[config.mk]
export PLATFORM = sky130hd
export DESIGN_NAME = inst_buffer
export DESIGN_NICKNAME = d
export VERILOG_FILES = /design/src/rtl/inst_buffer_pkg.sv /design/src/rtl/inst_buffer.sv
export SDC_FILE = /design/constraint.sdc
export NUM_CORES = 1
export LEC_CHECK = 0
export CORE_ASPECT_RATIO = 0.9
export CORE_MARGIN = 2
export CORE_UTILIZATION = 60
export DETAILED_ROUTE_END_ITERATION = 10
export DONT_BUFFER_PORTS = 1
export GPL_ROUTABILITY_DRIVEN = 0
export MAX_ROUTING_LAYER = met4
export PLACE_DENSITY = 0.77
export SYNTH_ARGS = -nofsm -noshare
export SYNTH_HDL_FRONTEND = slang
export SYNTH_SLANG_ARGS = --single-unit
[constraint.sdc]
create_clock -name clk -period 10.6 [get_ports clk]
set_input_delay 1.06 -clock clk [delete_from_list [all_inputs] [get_ports clk]]
set_output_delay 1.06 -clock clk [all_outputs]
set_load 0.02 [all_outputs]
[src/rtl/inst_buffer_pkg.sv]
// inst_buffer_pkg: shared widths, entry type and default sizing for the instruction buffer.
package inst_buffer_pkg;
    localparam int InstAddrBus   = 32;
    localparam int InstBus       = 32;
    localparam int DEFAULT_DEPTH = 8;
    localparam int DEFAULT_SKID  = 2;
    typedef struct packed {
        logic [InstAddrBus-1:0] pc;
        logic [InstBus-1:0]     inst;
    } ibuf_entry_t;
endpackage

[src/rtl/inst_buffer.sv]
// inst_buffer: circular FIFO of fetched {pc, inst} pairs feeding decode, with early-full
// back-pressure to the PC stage, single-cycle flush and a sticky overflow flag.
module inst_buffer
    import inst_buffer_pkg::*;
#(
    parameter int DEPTH = DEFAULT_DEPTH,
    parameter int SKID  = DEFAULT_SKID
) (
    input  logic                   clk,
    input  logic                   resetn,
    input  logic                   flush,
    input  logic                   icache_valid,
    input  logic [InstAddrBus-1:0] icache_pc,
    input  logic [InstBus-1:0]     icache_inst,
    input  logic                   id_ready,
    output logic                   id_valid,
    output logic [InstAddrBus-1:0] id_pc,
    output logic [InstBus-1:0]     id_inst,
    output logic                   ibuffer_full,
    output logic                   overflow
);
    localparam int AW = $clog2(DEPTH);
    localparam logic [AW:0] FULL   = (AW+1)'(DEPTH);
    localparam logic [AW:0] THRESH = (AW+1)'(DEPTH - SKID);
    ibuf_entry_t   mem_q [DEPTH];
    logic [AW-1:0] head_q, head_d, tail_q, tail_d;
    logic [AW:0]   count_q, count_d;
    logic          overflow_q, overflow_d;
    logic          push, pop, we;
    assign id_valid     = count_q != '0;
    assign id_pc        = mem_q[head_q].pc;
    assign id_inst      = mem_q[head_q].inst;
    assign ibuffer_full = count_q >= THRESH;
    assign overflow     = overflow_q;
    always_comb begin
        pop        = id_valid && id_ready;
        push       = icache_valid && (count_q < FULL || pop);
        we         = push && !flush;
        head_d     = flush ? '0 : head_q + AW'(pop);
        tail_d     = flush ? '0 : tail_q + AW'(push);
        count_d    = flush ? '0 : count_q + (AW+1)'(push) - (AW+1)'(pop);
        // A response arriving alongside a flush is discarded on purpose, not dropped.
        overflow_d = overflow_q | (icache_valid & ~push & ~flush);
    end
    always_ff @(posedge clk) begin
        if (!resetn) begin
            head_q     <= '0;
            tail_q     <= '0;
            count_q    <= '0;
            overflow_q <= 1'b0;
        end else begin
            head_q     <= head_d;
            tail_q     <= tail_d;
            count_q    <= count_d;
            overflow_q <= overflow_d;
        end
    end
    // Storage has no reset so it can map onto distributed RAM.
    always_ff @(posedge clk) begin
        if (we && resetn) mem_q[tail_q] <= '{pc: icache_pc, inst: icache_inst};
    end
endmodule

-- Word-level counts from Yosys, hierarchy flattened
Memories as Yosys holds them, arrays and structs flattened. A register that Yosys moved wholly into a read port is not among the register bits.
Cells that the tools add are included.
- $add $sub $neg: 4
- magnitude comparators: 2
- multiplexer cells: 3
- bitwise logic cells: 6
- reductions and logical operators: 8
- operators by type and width (cell ; count):
    3-bit by 1-bit adder with 3-bit output ; 2
    4-bit by 1-bit adder with 4-bit output ; 1
    4-bit by 3-bit greater-or-equal comparator with 1-bit output (second input constant) ; 1
    1-bit logical AND ; 4
    4-bit < comparator (second input constant) ; 1
    4-bit nonzero test ; 1
    4-bit by 1-bit subtractor with 4-bit output ; 1
    3-bit two-way mux ; 1
    1-bit NOT ; 3
    1-bit bitwise AND ; 2
    1-bit two-way mux ; 2
    2-bit OR reduction ; 1
    1-bit logical NOT ; 1
    1-bit logical OR ; 1
    1-bit OR ; 1
- register bits: 11
- RAM bits: 512
- input port bits: 69
- output and inout bits: 67
- word-level logic and storage cells: 28
- memories: 1
- memory list (memory ; words ; bits a word ; read ports ; clocked after memory_dff ; write ports ; line ; RTL):
    mem_q ; 8 ; 64 ; 1 ; 1 ; 1 ; inst_buffer.sv:25 ; ibuf_entry_t mem_q [DEPTH];

-- Logic depth before layout (Yosys ltp)
Gate-level depths: netlist of the first run.
- word-level depth: 8
- depth in mapped cells: 12
- gate-level depth less buffers: 11

-- Worst setup path after synthesis of the first run
Ideal clock, no wire load.
- path kind: input port to flip-flop
- start: input flush
- end: memory mem_q[0][0] in the netlist's numbering, enable pin
- setup time: 666 ps
- arrival: 7985 ps
- required time: 9934 ps
- path slack: 1949 ps
- stages: 3
- buffers on the path: 1
- path through: nand2b_1 -> clkbuf_1 -> nor4b_1
- word-level cells in the longest chain between the ends: 5
- RTL lines (what ; line ; RTL):
    from (decl) ; inst_buffer.sv:11 ; input logic flush,
    1-bit logical NOT ; inst_buffer.sv:38 ; we = push && !flush;
    1-bit logical AND ; inst_buffer.sv:38 ;
    1-bit logical AND ; inst_buffer.sv:60 ; if (we && resetn) mem_q[tail_q] <= '{pc: icache_pc, inst: icache_inst};
    1-bit two-way mux ; inst_buffer.sv:60 ;
    1-bit two-way mux (implied by the code) ; inst_buffer.sv:60 ;
    to (decl) ; inst_buffer.sv:25 ;
No other way between the ends.

==> metrics.csv, run 1 <==
stage,metric,value,unit
drt,routed via count,8232,
setup_path,"Slowest-stage cell, CP",dfxtp_4,
setup_path,crit end category,output port,
sta,unrepaired setup endpoints after global routing,no,
drt,Routed Antenna Nets,0,
min_path,HP Class,reg -> reg,
setup_path,Reg2Reg Setup Slack,7290,ps
clocking,cts bufs inserted,48,
clocking,Clock Root Buffer,clkbuf_16,
yosys,Post-Syn Nets,893,
sta,final hold viol count,0,
clocking,CTS tree,yes,
die,die height,177,um
sta,Slew headroom,0.255,
yosys,Synth Warn #,0,
sta,max frequency,226,MHz
place,DP HPWL,19.0,mm
yosys,average size of a mapped cell,24.4,um2
die,core area,32800,um2
min_path,Hold Path Sink,count_q[0],
setup_path,startpoint types,register,
setup_path,Reg2Reg Depth,6,
status,outcome,"complete, no violations",
drt,via/cell ratio,6.33,
clocking,H-tree lvl count,2,
die,die area,34600,um2
global_routing,vias in the first global route,8773,
place,Inst Count DP,1215,
yosys,register area share after synthesis,0.785,
yosys,Netlist cell types,30,
power_and_ir_drop,LEAKAGE,6.64,nW
setup_path,RR Endpoint,mem_q[6][52],
yosys,most frequent cells after synthesis,"edfxtp_1 (512), mux4_2 (128), mux2_2 (64), clkbuf_1 (12)",
sta,Final Critical Period,4420,ps
drt,"wirelength, routed",36.3,mm
finish,layout cells sized above 1,0.342,
clocking,Setup Buffers After CTS,0,
place,port buffer count,0,
finish,Layout Cells excl Fill,1301,
flow_run,number of max-cap violations,0,
finish,Final Util,0.669,
sta,Pins Over Slew Limit,0,
setup_path,critical path class,reg -> out,
setup_path,Critical Path AT,3360,ps
sta,Setup TNS,0,ps
yosys,Synth top area share,0.774,
clocking,CTS Hold Bufs,0,
global_routing,first-pass GRT wire length,54.1,mm
die,initial core utilization,0.606,
sta,Setup Skew,22.3,ps
yosys,asr flop ratio synth,0,
global_routing,All-Layer GR Usage,0.222,
setup_path,Critical Path RT,9540,ps
setup_path,Bufs and invs on worst path,1,
setup_path,CP top delay family,flip-flops,
finish,# fillers,1970,
setup_path,Worst path max stage delay,1060,ps
clocking,clock sink total,523,
finish,Nets,923,
drt,WL/cell,27.9,um
setup_path,critical path depth,3,
yosys,Mapped Area,19900,um2
yosys,top post-synthesis cells by area,"edfxtp_1 (77%), mux4_2 (15%), mux2_2 (3.6%)",
setup_path,FF-to-FF Start,count_q[3],
yosys,Post-synth EDFFs,512,
die,row count,63,
drt,initial detailed-routing violation count,591,
sta,count of final setup violators,0,
sta,worst-margin pin slew,1120,ps
drt,1st-pass router iterations,5,
power_and_ir_drop,worst vdd ir,0.150,mV
min_path,HP Start,count_q[0],
global_routing,grt ovf,0,
clocking,post_cts resized,0,
die,I/O pins,136,
finish,"Area growth, synth to finish",10.5,%
clocking,Worst-Skew Late Latency,560,ps
power_and_ir_drop,Power per Cell Area,192,nW/um2
yosys,most common cell in the netlist,edfxtp_1,
sta,period utilization,0.417,
drt,DR DRC count,0,
setup_path,Worst Path Max Fanout,56,
yosys,Yosys reg bits,523,
setup_path,CP Cell Sequence,buf_4 -> mux4_2 -> mux2_2,
yosys,dominant synthesized flop cell,edfxtp_1,
yosys,Gate Count Post-Synth,813,
clocking,Max clock buf depth,3,
global_routing,antenna violations before repair,0,
die,Die W,196,um
min_path,Hold Crit Depth,2,
clocking,clock transition at the registers of the reported paths,70,ps
yosys,Yosys top cell by area,edfxtp_1,
global_routing,largest net degree at the start of global routing,75,
worst register-to-register path, delay by kind of cell, from the launching register on:
family,cells,cell delay (ps)
simple gates,2,990
buf+inv,2,1030
flops,1,330
compound gates,1,340
fa+ha+maj,1,180
sequential cells by signal, summed over array words and instances, names as in the netlist:
| name | flops |
|---|---|
| mem_q | 512 |
| count_q | 4 |
| head_q | 3 |
| tail_q | 3 |
| overflow | 1 |
power breakdown:
group,internal [mW],switching (mW)
registers,2.30,0.0148
clock network,1.02,0.711
logic,0.0657,0.111
total,3.38,0.836
routing by layer:
layer	vias up	track usage	part of all wire
met3	50	0.0619	0.080
met4	0	0.0524	0.016
met5	-	-	0
li1	3506	-	-
met2	246	0.353	0.50
met1	4430	0.292	0.40
how the worst max path moves through the flow:
stage | from | endpoint | slack (ps)
after floorplan | flush | mem_q[0][0] | 1950
after global placement | head_q[1] | id_pc[29] | 6650
after detailed placement | head_q[1] | id_inst[6] | 6600
after CTS | head_q[1] | id_inst[6] | 6000
after global routing | head_q[1] | id_inst[22] | 5870
final | head_q[1] | id_inst[22] | 6180
cells in the final DEF (no fill, tap or decap), types with 3 or more instances in the layout:
master	synthesis	layout
ha_1	10	10
clkinv_2	0	13
buf_4	3	19
mux2_2	64	64
clkbuf_1	12	3
bufinv_16	0	7
dfxtp_4	0	3
nor4_2	0	4
clkinv_1	0	6
inv_1	8	8
dfxtp_1	11	8
clkbuf_16	0	49
mux4_2	128	128
clkinvlp_4	0	3
nand2_1	4	4
nand2b_1	3	3
edfxtp_1	512	512
and2_1	6	6
nor2_1	6	5
cell type report:
type / count / area, um2 / area share
antenna: 1 / 2.50 / 0.000114
inverter: 8 / 30.0 / 0.00137
clock inverter: 33 / 355 / 0.0162
sequential: 523 / 15600 / 0.711
multi-input combinational: 243 / 4050 / 0.184
tap: 422 / 528 / 0.0241
clock buffer: 52 / 1240 / 0.0564
timing repair buffer: 19 / 143 / 0.00650
metrics by stage:
step | area (um2) | power, mW | setup WS (ps) | hold WS [ps]
floorplan | 19900 | 2.49 | 1950 | 544
global placement | 20400 | 2.52 | 6650 | 556
detailed placement | 20400 | 2.53 | 6600 | 580
CTS | 21900 | 4.25 | 6000 | 569
global route | 21900 | 4.34 | 5870 | 574
finish | 21900 | 4.21 | 6180 | 589
cells by family (layout without fill, tap and decap cells):
family / after synthesis / count (layout) / share of synthesized area
fa+ha+maj: 11 / 11 / 0.00731
buf+inv: 47 / 112 / 0.0138
xor+xnor: 3 / 3 / 0.00132
flops: 523 / 523 / 0.785
compound gates: 5 / 5 / 0.00202
mux: 193 / 193 / 0.182
simple gates: 31 / 31 / 0.00863
other cells: 0 / 1 / 0
No activity file was read; power rests on OpenSTA's default activity.
==> inputs of run 2 (changes only) <==
clock period = 4.5 ns   (was 10.6 ns; I/O delays follow)
==> metrics.csv, run 2 (synthesis results as in run 1) <==
stage,metric,value,unit,change
status,outcome,"complete, no violations",,unchanged
clocking,Max clock buf depth,3,,unchanged
die,die area,34600,um2,unchanged
sta,period utilization,0.777,,
min_path,Hold Crit Depth,1,,was 2
drt,routed wl met3,2.77,mm,was 2.90 mm
power_and_ir_drop,Power per Cell Area,440,nW/um2,was 192 nW/um2
setup_path,Worst Path Max Fanout,10,,was 56
finish,Nets,988,,was 923
drt,WL/cell,26.7,um,was 27.9 um
global_routing,first-pass GRT wire length,55.7,mm,was 54.1 mm
drt,Metal-1 WL,14.7,mm,was 14.6 mm
min_path,HP Class,in -> reg,,was reg -> reg
clocking,Clock Root Buffer,clkbuf_16,,unchanged
drt,Routed Antenna Nets,0,,unchanged
finish,layout cells sized above 1,0.303,,was 0.342
clocking,clock sink total,523,,unchanged
global_routing,grt ovf,0,,unchanged
setup_path,crit end category,register,,was output port
min_path,Hold Path Sink,overflow,,was count_q[0]
place,Placement Setup Slack,1040,ps,was 6600 ps
finish,"Area growth, synth to finish",14.1,%,was 10.5%
finish,Biggest register,mem_q,,unchanged
setup_path,critical path class,reg -> reg,,was reg -> out
clocking,post_cts resized,0,,unchanged
clocking,Worst-Skew Late Latency,560,ps,about the same
sta,hold_ws,24.2,ps,was 589 ps
finish,Finished Cell Area,22700,um2,"was 21,900 um2"
global_routing,vias in the first global route,9040,,"was 8,773"
power_and_ir_drop,"Power, Total",9.98,mW,was 4.21 mW
sta,unrepaired setup endpoints after global routing,no,,unchanged
clocking,H-tree lvl count,2,,unchanged
flow_run,number of max-cap violations,0,,unchanged
sta,Setup TNS,0,ps,unchanged
setup_path,Reg2Reg Setup Slack,1000,ps,was 7290 ps
finish,Final Util,0.691,,was 0.669
clocking,cts bufs inserted,50,,was 48
global_routing,antenna violations before repair,6,,was 0
sta,count of final setup violators,0,,unchanged
finish,Layout Cells excl Fill,1378,,"was 1,301"
drt,DR top layer,met4,,unchanged
clocking,CTS tree,yes,,unchanged
die,initial core utilization,0.606,,unchanged
finish,max reg flops,512,,unchanged
clocking,clock transition at the registers of the reported paths,60,ps,was 70 ps
die,die height,177,um,unchanged
sta,final hold viol count,0,,unchanged
setup_path,startpoint types,register,,unchanged
drt,routed length on met2,18.4,mm,was 18.2 mm
setup_path,Reg2Reg Depth,11,,was 6
finish,most frequent cells in the layout,"edfxtp_1 (512), mux4_2 (128), mux2_2 (64), dlygate4sd3_1 (64), clkbuf_16 (51)",,"was edfxtp_1 (512), mux4_2 (128), mux2_2 (64)"
die,core area,32800,um2,unchanged
die,row count,63,,unchanged
drt,"wirelength, routed",36.8,mm,was 36.3 mm
sta,Final Critical Period,3500,ps,
min_path,HP Start,resetn,,was count_q[0]
setup_path,Critical Path AT,3910,ps,was 3360 ps
die,Die W,196,um,unchanged
place,DP Area,20400,um2,about the same
drt,DR DRC count,0,,unchanged
power_and_ir_drop,LEAKAGE,6.91,nW,was 6.64 nW
place,DP HPWL,19.8,mm,was 19.0 mm
die,I/O pins,136,,unchanged
place,port buffer count,0,,unchanged
sta,max frequency,286,MHz,
drt,initial detailed-routing violation count,555,,was 591
setup_path,RR Endpoint,count_q[2],,was mem_q[6][52]
drt,via/cell ratio,6.17,,was 6.33
global_routing,largest net degree at the start of global routing,71,,was 75
global_routing,All-Layer GR Usage,0.227,,was 0.222
sta,setup ws final,1000,ps,was 6180 ps
finish,Largest regs,"mem_q x512, count_q x4",,unchanged
drt,routed via count,8498,,"was 8,232"
drt,1st-pass router iterations,5,,unchanged
sta,worst-margin pin slew,1130,ps,was 1120 ps
setup_path,FF-to-FF Start,count_q[3],,unchanged
sta,Pins Over Slew Limit,0,,unchanged
finish,"commonest non-fill, non-tap cell in the layout",edfxtp_1,,unchanged
power_and_ir_drop,worst vdd ir,0.425,mV,was 0.150 mV
finish,# fillers,1881,,"was 1,970"
place,Inst Count DP,1214,,"was 1,215"
setup_path,Critical Path RT,4920,ps,was 9540 ps
sta,Setup Skew,15.8,ps,was 22.3 ps
sta,Slew headroom,0.250,,was 0.255
[run 2: cell types whose count changed in the layout (fill, tap and decap cells not counted), sizes merged]
cell	change
buf	-1
bufinv	-3
clkbuf	+18
clkinv	-5
clkinvlp	-2
diode	+6
dlygate4sd3	+64
[run 2: report_power, final]
group / leakage (nW) / internal [mW] / switching (mW)
combinational: 1.44 / 0.196 / 0.314
clock: 0.763 / 2.33 / 1.68
sequential: 4.70 / 5.41 / 0.0504
total: 6.91 / 7.94 / 2.04
[run 2: worst max-delay path by stage]
stage | slack (ps) | start | end | depth (start not counted)
4_1_cts | 990 | count_q[3] | count_q[2] | 11
3_5_place_dp | 1040 | count_q[3] | count_q[2] | 11
3_3_place_gp | 1190 | count_q[3] | count_q[2] | 11
6_report | 1000 | count_q[3] | count_q[2] | 11
2_1_floorplan | -1640 | count_q[3] | mem_q[1][0] | 6
5_1_grt | 740 | count_q[3] | count_q[2] | 11
[run 2: worst max-delay path, stage by stage (launching register included)]
cell	delay, ps
dfxtp_1	310
inv_1	120
ha_1	190
or3b_2	580
a31oi_2	900
ha_1	370
inv_1	60
ha_1	160
inv_1	60
fa_1	400
xor2_1	160
nor2_1	50
[run 2: cell type report]
class	instances	area, um2	share of cell area
flip-flops and latches	523	15600	0.689
multi-input cells	243	4090	0.180
clock buffers	70	1360	0.0599
repair buffers	82	813	0.0359
well taps	422	528	0.0233
clock inverters	23	215	0.00950
inverters	8	30.0	0.00133
diodes	7	17.5	0.000773
[run 2: routing by layer]
metal,global-route usage,vias up
met5,-,-
met4,0.0647,0
met3,0.0574,65
met2,0.359,294
met1,0.299,4487
li1,-,3652
[run 2: what timing repair did]
item                       in CTS  in global routing
setup buffers                   0                  0
hold endpoints to repair      512                  0
setup endpoints to repair       0                  0
hold buffers                   64                  0
==> inputs of run 3 (changes only) <==
CORE_UTILIZATION = 57   (was 60)
PLACE_DENSITY = 0.76   (was 0.77)
clock period = 2.8 ns   (was 4.5 ns; I/O delays follow)
==> metrics.csv, run 3 (synthesis results as in run 1) <==
stage,metric,value,unit,change
sta,Setup TNS,0,ps,unchanged
die,die height,181,um,was 177 um
drt,1st-pass router iterations,5,,unchanged
power_and_ir_drop,LEAKAGE,6.94,nW,was 6.91 nW
drt,Routed Antenna Nets,0,,unchanged
finish,Nets,991,,was 988
setup_path,FF-to-FF Start,count_q[2],,was count_q[3]
drt,"wirelength, routed",37.1,mm,was 36.8 mm
power_and_ir_drop,Cell Int Power,12.6,mW,was 7.94 mW
die,core area,34200,um2,"was 32,800 um2"
setup_path,Bufs and invs on worst path,1,,was 3
sta,period utilization,0.954,,
drt,routed length on met2,19.8,mm,was 18.4 mm
die,initial core utilization,0.581,,was 0.606
sta,final hold viol count,0,,unchanged
setup_path,critical path class,reg -> out,,was reg -> reg
global_routing,vias in the first global route,9357,,"was 9,040"
place,port buffer count,0,,unchanged
power_and_ir_drop,switching pwr,3.25,mW,was 2.04 mW
setup_path,crit path to,id_inst[27],,was count_q[2]
setup_path,critical path depth,3,,was 11
clocking,Setup Buffers After CTS,0,,unchanged
power_and_ir_drop,clock power share,0.394,,was 0.402
setup_path,CP top delay family,multiplexers,,was adder cells
global_routing,grt ovf,0,,unchanged
setup_path,Crit. Startpoint,head_q[1],,was count_q[3]
flow_run,number of max-cap violations,0,,unchanged
setup_path,"Slowest-stage cell, CP",mux4_2,,was a31oi_2
sta,worst-margin pin slew,668,ps,was 1130 ps
global_routing,All-Layer GR Usage,0.214,,was 0.227
setup_path,Critical Path AT,2390,ps,was 3910 ps
drt,DR DRC count,0,,unchanged
setup_path,Reg2Reg Setup Slack,280,ps,was 1000 ps
sta,Final Critical Period,2670,ps,
global_routing,first-pass GRT wire length,56.2,mm,was 55.7 mm
setup_path,Reg2Reg Depth,11,,unchanged
power_and_ir_drop,worst vdd ir,0.566,mV,was 0.425 mV
sta,setup ws final,129,ps,was 1000 ps
setup_path,CP Cell Sequence,buf_16 -> mux4_2 -> mux2_2,,was inv_1 -> ha_1 -> or3b_2 -> a31oi_2 -> ha_1 -> inv_1 -> ha_1 -> inv_1 -> fa_1 -> xor2_1 -> nor2_1
place,Placement Setup Slack,101,ps,was 1040 ps
power_and_ir_drop,Net Sw Frac,0.205,,about the same
finish,max reg flops,512,,unchanged
clocking,H-tree lvl count,2,,unchanged
min_path,HP Class,in -> reg,,unchanged
power_and_ir_drop,Reg power frac,0.551,,was 0.547
drt,initial detailed-routing violation count,537,,was 555
setup_path,RR Endpoint,count_q[2],,unchanged
clocking,CTS tree,yes,,unchanged
finish,Biggest register,mem_q,,unchanged
setup_path,Critical Path RT,2520,ps,was 4920 ps
setup_path,crit end category,output port,,was register
setup_path,Worst Path Max Fanout,54,,was 10
place,DP HPWL,20.1,mm,was 19.8 mm
sta,count of final setup violators,0,,unchanged
sta,Setup Skew,20.8,ps,was 15.8 ps
drt,Metal-1 WL,14.7,mm,about the same
clocking,clock sink total,523,,unchanged
clocking,cts bufs inserted,49,,was 50
clocking,Worst-Skew Late Latency,560,ps,about the same
power_and_ir_drop,Power per Cell Area,696,nW/um2,was 440 nW/um2
finish,"Area growth, synth to finish",14.9,%,was 14.1%
drt,routed via count,8472,,"was 8,498"
die,Die W,201,um,was 196 um
drt,via/cell ratio,6.00,,was 6.17
setup_path,startpoint types,register,,unchanged
global_routing,antenna violations before repair,4,,was 6
power_and_ir_drop,"Power, Total",15.9,mW,was 9.98 mW
clocking,Clock Root Buffer,clkbuf_16,,unchanged
power_and_ir_drop,logic gate share of total power,0.055,,was 0.051
die,row count,64,,was 63
finish,"commonest non-fill, non-tap cell in the layout",edfxtp_1,,unchanged
drt,WL/cell,26.2,um,was 26.7 um
sta,unrepaired setup endpoints after global routing,no,,unchanged
finish,most frequent cells in the layout,"edfxtp_1 (512), mux4_2 (128), dlygate4sd3_1 (66)",,"was edfxtp_1 (512), mux4_2 (128), mux2_2 (64), dlygate4sd3_1 (64), clkbuf_16 (51)"
finish,Largest regs,"mem_q x512, count_q x4",,unchanged
global_routing,largest net degree at the start of global routing,97,,was 71
clocking,Max clock buf depth,3,,unchanged
clocking,clock transition at the registers of the reported paths,60,ps,about the same
drt,DR top layer,met4,,unchanged
status,outcome,"complete, no violations",,unchanged
sta,Slew headroom,0.554,,was 0.250
drt,routed wl met3,1.75,mm,was 2.77 mm
finish,layout cells sized above 1,0.304,,was 0.303
die,die area,36400,um2,"was 34,600 um2"
sta,max frequency,374,MHz,
sta,Pins Over Slew Limit,0,,unchanged
setup_path,Worst path max stage delay,590,ps,was 900 ps
die,I/O pins,136,,unchanged
==> run 3: cell types whose count changed in the layout (fill, tap and decap cells not counted), sizes merged <==
cell / change
clkinv: -1
diode: -2
dlygate4sd3: +2
bufinv: -1
clkinvlp: -1
clkbuf: -4
buf: +2
==> run 3: through the flow <==
stage	cells	hold slack (ps)	utilization	cell area [um2]
6_report	1413	117	0.667	22800
5_1_grt	1412	124	0.667	22800
4_1_cts	1408	81.0	0.666	22800
3_5_place_dp	1256	379	0.603	20600
3_3_place_gp	1256	379	0.603	20600
2_1_floorplan	813	379	-	20000
==> run 3: cell type report <==
class	count	area [um2]
antenna	5	12.5
clock buffer	66	1330
clock inverter	20	169
fill	2105	11400
inverter	8	30.0
multi-input combinational	243	4120
sequential	523	15600
tap	462	578
timing repair buffer	86	968
==> run 3: power by group through the flow <==
| stage | clock, mW | sequential [mW] | combinational (mW) |
|---|---|---|---|
| 3_5_place_dp | 0 | 8.92 | 0.711 |
| 2_1_floorplan | 0 | 8.89 | 0.585 |
| 4_1_cts | 6.37 | 8.75 | 0.882 |
| 5_1_grt | 6.65 | 8.75 | 0.938 |
| 6_report | 6.26 | 8.75 | 0.872 |
| 3_3_place_gp | 0 | 8.90 | 0.685 |
==> run 3: tightest hold or removal path: stages <==
cell	delay, ps
nor2b_1	40
buf_4	170
nand2_1	70
mux2i_1	60
==> run 3: routing by layer <==
| layer | track usage | vias to the layer above |
|---|---|---|
| li1 | - | 3654 |
| met1 | 0.270 | 4526 |
| met2 | 0.362 | 228 |
| met3 | 0.0363 | 64 |
| met4 | 0.0634 | 0 |
| met5 | - | - |
==> run 3: what timing repair did <==
item	CTS	global route
hold buffers	66	0
endpoints found under the setup margin	0	17
gates resized for setup	0	3
hold endpoints to repair	513	0
==> run 3: worst min-delay path by stage <==
stage,cells past startpoint,slack (ps),end,start
floorplan,0,380,mem_q[0][0],icache_inst[0]
global placement,0,380,mem_q[4][60],icache_pc[28]
detailed placement,0,380,mem_q[4][1],icache_inst[1]
CTS,4,80,count_q[3],flush
global route,3,120,head_q[0],id_ready
finish,4,120,count_q[3],flush
